$ cat src/rtl/adder_arbiter_pkg.sv
// Shared types and constants for the two-requester byte-serial adder arbiter.
package adder_arbiter_pkg;

    localparam int NREQ = 2;

    localparam logic OP_ADD = 1'b0;
    localparam logic OP_SUB = 1'b1;

    typedef enum logic [1:0] {
        IDLE,
        RUN,
        RESP
    } state_t;

    // A subtract is A + ~B + 1, so it enters the byte chain with carry set.
    function automatic logic seed_carry(logic op);
        return (op == OP_SUB) ? 1'b1 : OP_ADD;
    endfunction

endpackage

$ cat src/rtl/rr_arb2.sv
// Two-way round-robin arbiter; owns the last-grant history.
module rr_arb2 (
    input  logic       clk,
    input  logic       rst_n,
    input  logic [1:0] req,
    input  logic       update,
    output logic [1:0] grant
);

    logic last_grant;

    // On a tie the requester that was not served last wins; a lone request always wins.
    always_comb begin
        grant = req;
        if (req == 2'b11)
            grant = last_grant ? 2'b01 : 2'b10;
    end

    always_ff @(posedge clk or negedge rst_n) begin
        if (!rst_n)
            last_grant <= 1'b1;
        else if (update)
            last_grant <= grant[1];
    end

endmodule

$ cat src/rtl/adder_arbiter.sv
// Shares one 8-bit combinational adder between two requesters, byte-serial LSB first.
// Define ADDER_ARB_SUB_EN to enable req_op subtract (A + ~B + 1).
module adder_arbiter
    import adder_arbiter_pkg::*;
#(
    parameter int NBYTES = 4
) (
    input  logic                       clk,
    input  logic                       rst_n,
    input  logic [NREQ-1:0]            req_valid,
    output logic [NREQ-1:0]            req_ready,
    input  logic [NREQ*8*NBYTES-1:0]   req_a,
    input  logic [NREQ*8*NBYTES-1:0]   req_b,
    input  logic [NREQ-1:0]            req_op,
    output logic                       rsp_valid,
    input  logic                       rsp_ready,
    output logic                       rsp_id,
    output logic [8*NBYTES-1:0]        rsp_sum,
    output logic                       rsp_cout,
    output logic [7:0]                 add_a,
    output logic [7:0]                 add_b,
    output logic                       add_cin,
    input  logic [7:0]                 add_sum,
    input  logic                       add_cout
);

    localparam int W  = 8 * NBYTES;
    localparam int IW = (NBYTES > 1) ? $clog2(NBYTES) : 1;
    localparam logic [IW-1:0] LAST = IW'(NBYTES - 1);

    state_t                 state;
    logic [NBYTES-1:0][7:0] a_q, b_q, sum_q;
    logic [IW-1:0]          idx;
    logic                   carry, id_q, cout_q;
    logic [1:0]             grant;
    logic                   accept, sel;

`ifdef ADDER_ARB_SUB_EN
    logic op_q;
`else
    logic unused_op;
    assign unused_op = ^req_op;
`endif

    rr_arb2 u_arb (
        .clk    (clk),
        .rst_n  (rst_n),
        .req    (req_valid),
        .update (accept),
        .grant  (grant)
    );

    assign req_ready = (state == IDLE) ? (req_valid & grant) : 2'b00;
    assign accept    = |req_ready;
    assign sel       = req_ready[1];

    assign rsp_valid = (state == RESP);
    assign rsp_id    = id_q;
    assign rsp_sum   = sum_q;
    assign rsp_cout  = cout_q;

    // The shared adder sees zeros whenever we are not actively chaining bytes.
    always_comb begin
        add_a   = '0;
        add_b   = '0;
        add_cin = 1'b0;
        if (state == RUN) begin
            add_a   = a_q[idx];
`ifdef ADDER_ARB_SUB_EN
            add_b   = (op_q == OP_SUB) ? ~b_q[idx] : b_q[idx];
`else
            add_b   = b_q[idx];
`endif
            add_cin = carry;
        end
    end

    always_ff @(posedge clk or negedge rst_n) begin
        if (!rst_n) begin
            state  <= IDLE;
            a_q    <= '0;
            b_q    <= '0;
            sum_q  <= '0;
            idx    <= '0;
            carry  <= 1'b0;
            id_q   <= 1'b0;
            cout_q <= 1'b0;
`ifdef ADDER_ARB_SUB_EN
            op_q   <= OP_ADD;
`endif
        end else begin
            case (state)
                IDLE: begin
                    if (accept) begin
                        a_q   <= sel ? req_a[2*W-1:W] : req_a[W-1:0];
                        b_q   <= sel ? req_b[2*W-1:W] : req_b[W-1:0];
                        id_q  <= sel;
                        idx   <= '0;
`ifdef ADDER_ARB_SUB_EN
                        op_q  <= req_op[sel];
                        carry <= seed_carry(req_op[sel]);
`else
                        carry <= OP_ADD;
`endif
                        state <= RUN;
                    end
                end
                RUN: begin
                    sum_q[idx] <= add_sum;
                    carry      <= add_cout;
                    idx        <= idx + 1'b1;
                    if (idx == LAST) begin
                        cout_q <= add_cout;
                        state  <= RESP;
                    end
                end
                RESP: begin
                    if (rsp_ready)
                        state <= IDLE;
                end
                default: state <= IDLE;
            endcase
        end
    end

endmodule

$ cat config.mk
export PLATFORM = sky130hd
export DESIGN_NAME = adder_arbiter
export DESIGN_NICKNAME = d
export VERILOG_FILES = /design/src/rtl/adder_arbiter_pkg.sv /design/src/rtl/rr_arb2.sv /design/src/rtl/adder_arbiter.sv
export SDC_FILE = /design/constraint.sdc
export NUM_CORES = 1
export LEC_CHECK = 0
export CAP_MARGIN = 20
export CORE_UTILIZATION = 42
export CTS_CLUSTER_SIZE = 8
export DETAILED_ROUTE_END_ITERATION = 6
export PLACE_DENSITY = 0.88
export REMOVE_ABC_BUFFERS = 1
export SLEW_MARGIN = 20
export SYNTH_ARGS = -nofsm -noshare
export SYNTH_HDL_FRONTEND = slang
export SYNTH_SLANG_ARGS = --single-unit
$ cat constraint.sdc
create_clock -name clk -period 2.3 [get_ports clk]
set_input_delay 0.23 -clock clk [delete_from_list [all_inputs] [get_ports clk]]
set_output_delay 0.23 -clock clk [all_outputs]
set_load 0.02 [all_outputs]
==> flow_summary.toml <==
[placed_design]
numPortBuffers = 195
placement.setup.worst_slack_ns = 0.214
detailedPlacementHpwl_um = 9780
place.gp.congestion = 0.737

[timing]
fin_worst_skew_ns = 0.00898
rsz0062_at_grt = "no"
timing.slew.headroom = 0.529
max_slew.worst_pin.slew_ns = 0.707
fin_crit_sh = 0.963
hold_viol = 0
timing.fmax_ghz = 0.451
setup-violations-final = 0
setup_tns_ns = 0
post_layout_worst_setup_margin_ns = 0.0849
final_max_slew_viol_count = 0
post-route-min-period_ns = 2.22

[grt]
grt-ovfl-total = 0
grt_max_degree = 72
track_usage = 0.231
grt_pass1_vias = 4149
grt_antenna_before_repair = 0
global_route_wire_length_before_repair_um = 21000

[critical_path]
worstPathMaxFanout = 19
reg2reg_slack_ns = 0.36
r2r-start = "state[1]$_DFFE_PN0P_"
setup.worst_path.start_class = "flop"
worst-endpoint-arrival_ns = 1.99
required_ns = 2.07
r2r_cells = 4
endpoint_kind = "output pin"
rr_endpoint = "b_q[3]$_DFFE_PN0P_"
path_class = "flop to output pin"

[run_status]
run_status = "complete, no violations"

[routing]
dr_pass1_iterations = 5
final_routed_wirelength_across_all_metal_layers_um = 13500
routed_wire_length_per_instance_um = 19.3
first_iter_violations = 204
drtAntennaViolNets = 0
route.detailed.vias_per_inst = 5.65
remaining_design_rule_violation_count = 0
vias = 3963

[yosys]
synth_area_um2 = 4920
synth.yosys.seq_area_share = 0.530
dominant_combinational_cell_family_by_area_after_synthesis = "multiplexers"
area_fraction_in_compound_gates_after_synthesis = 0.142
post_synth_fa_ha_maj_area_fraction = 0.0102
avgSynthCellArea_um2 = 13.3
post_synth_xor_area_fraction = 0
synth.ff_latch_count = 104
synth_cells = 369
share_of_synthesized_area_spent_on_multiplexers = 0.149
synthesis.yosys.warnings = 0
distinct_cell_type_count_of_the_synthesized_netlist = 26
synthSimpleGateAreaFrac = 0.126

[finish]
fin_nets = 702
area_delta_synth_final_pct = 48.3
fraction_of_layout_instances_using_a_drive_strength_above_1 = 0.161
antennaDiodeCount = 0

[floorplanning]
fp.dieW_um = 110
core.rowCount = 39
start_util = 0.431
chipHeight_um = 110
boundaryPins = 198
dieArea_um2 = 12100
core_region_area_um2 = 11400

[clock_tree]
worstSkewPairLatency_ns = 0.35
cts_tree = "yes"
clock_sinks = 104
cts_inserted_buffers = 9
clock_tree.buffer_depth = 2
cts_setup_buffers = 0
clk_transition_reported_paths_ns = 0.07
cts.htree.levels = 3
cts_root_buf = "clkbuf_16"

[job]
maxCapViolations = 0

[min_path]
hold_path_class = "primary input to asynchronous set/reset pin"

[power]
powerDensity_nw_per_um2 = 1360
p_leak_nw = 3.31
ir_worst_vdd_v = 0.000842
-- how the worst max path moves through the flow --
stage | from | endpoint | slack (ns) | cells after the start
2_1_floorplan | req_valid[0] | state[0]$_DFFE_PN0P_ | -0.60 | 2
3_3_place_gp | idx[0]$_DFFE_PN0P_ | add_b[4] | 0.22 | 4
3_5_place_dp | idx[0]$_DFFE_PN0P_ | add_a[0] | 0.21 | 4
4_1_cts | state[1]$_DFFE_PN0P_ | add_cin | 0.03 | 4
6_report | state[1]$_DFFE_PN0P_ | add_cin | 0.08 | 4
5_1_grt | state[1]$_DFFE_PN0P_ | add_cin | 0.01 | 4
-- layout by cell type (no fill, tap or decap), types with 2 or more instances in the layout --
master,count
a21oi_1,2
a221o_1,64
and2_1,18
and3_1,64
buf_12,2
buf_4,10
buf_6,2
clkbuf_16,9
clkdlybuf4s50_1,177
dfrtp_1,102
dlygate4sd2_1,16
ha_1,4
inv_1,3
inv_6,2
mux2_2,33
mux4_2,16
nand2_1,7
nand2_2,4
nand2b_1,2
o21ai_0,4
-- sequential cells by signal, summed over array words and instances (netlist names) --
register,count
b_q,32
state,2
u_arb.last_grant,1
rsp_id,1
rsp_sum,32
carry,1
idx,2
rsp_cout,1
a_q,32
-- cells in the mapped netlist --
| library cell | instances | share of area |
|---|---|---|
| dfrtp_1 | 103 | 0.52 |
| a21o_1 | 1 | 0.0015 |
| and2_1 | 18 | 0.023 |
| o21ai_1 | 1 | 0.0010 |
| a21oi_1 | 2 | 0.0020 |
| dfstp_2 | 1 | 0.0053 |
| a221o_1 | 64 | 0.13 |
| nand2_1 | 7 | 0.0053 |
| o31ai_1 | 1 | 0.0015 |
| buf_6 | 6 | 0.014 |
| nor2_2 | 1 | 0.0013 |
| and3_1 | 64 | 0.081 |
| inv_1 | 3 | 0.0023 |
| nor3b_2 | 1 | 0.0025 |
| nor2b_1 | 1 | 0.0013 |
| ha_1 | 4 | 0.010 |
| nand2b_1 | 3 | 0.0038 |
| buf_4 | 1 | 0.0015 |
| mux4_2 | 16 | 0.073 |
| mux2_2 | 33 | 0.076 |
| o21ai_0 | 4 | 0.0041 |
| and3_4 | 1 | 0.0023 |
| o21a_1 | 1 | 0.0015 |
| clkbuf_1 | 11 | 0.0084 |
| buf_2 | 17 | 0.017 |
| nand2_2 | 4 | 0.0051 |
-- where the power goes --
group          internal [mW]  switching [mW]
Combinational           2.70            2.36
Clock                  0.877           0.678
Sequential              2.76           0.542
Total                   6.33            3.58
-- per-layer routing --
| layer | vias up | global-route usage | part of all wire |
|---|---|---|---|
| li1 | 1804 | - | - |
| met1 | 1976 | 0.276 | 0.40 |
| met2 | 169 | 0.411 | 0.52 |
| met3 | 14 | 0.0535 | 0.071 |
| met4 | 0 | 0.0761 | 0.012 |
| met5 | - | 0 | 0 |
-- critical path, stage by stage (launching register included) --
cell and delay (ns):
dfrtp_1 0.47, nor2b_2 0.18, buf_6 0.21, and2_1 0.17
clkdlybuf4s50_1 0.62
-- through the flow --
| stage | instances | util | hold WS [ns] | power [mW] | instance area, um^2 |
|---|---|---|---|---|---|
| after floorplan | 334 | - | -0.0656 | 6.26 | 4710 |
| after global placement | 685 | 0.612 | 0.187 | 8.34 | 6990 |
| after detailed placement | 685 | 0.612 | 0.201 | 8.57 | 6990 |
| after CTS | 701 | 0.638 | 0.373 | 10.0 | 7290 |
| after global routing | 701 | 0.639 | 0.424 | 10.5 | 7290 |
| final | 701 | 0.639 | 0.369 | 9.92 | 7290 |
-- layout make-up --
type	count	area (um^2)
tap	143	179
clock inverter	5	63.8
inverter	3	11.3
clock buffer	10	239
sequential	104	2610
multi-input combinational	227	2120
fill	873	4130
timing repair buffer	209	2070
-- cells by family after synthesis --
group | count (synthesis)
flops | 104
simple gates | 100
compound gates | 74
mux | 49
buf+inv | 38
fa+ha+maj | 4
-- repair_timing --
action | in CTS | in global routing
resized for setup | 18 | 2
hold buffers | 1 | 0
gates cloned | 0 | 0
endpoints found under the hold margin | 33 | 0
endpoints found under the setup margin | 17 | 2
Power figures use the tool's default switching activity.
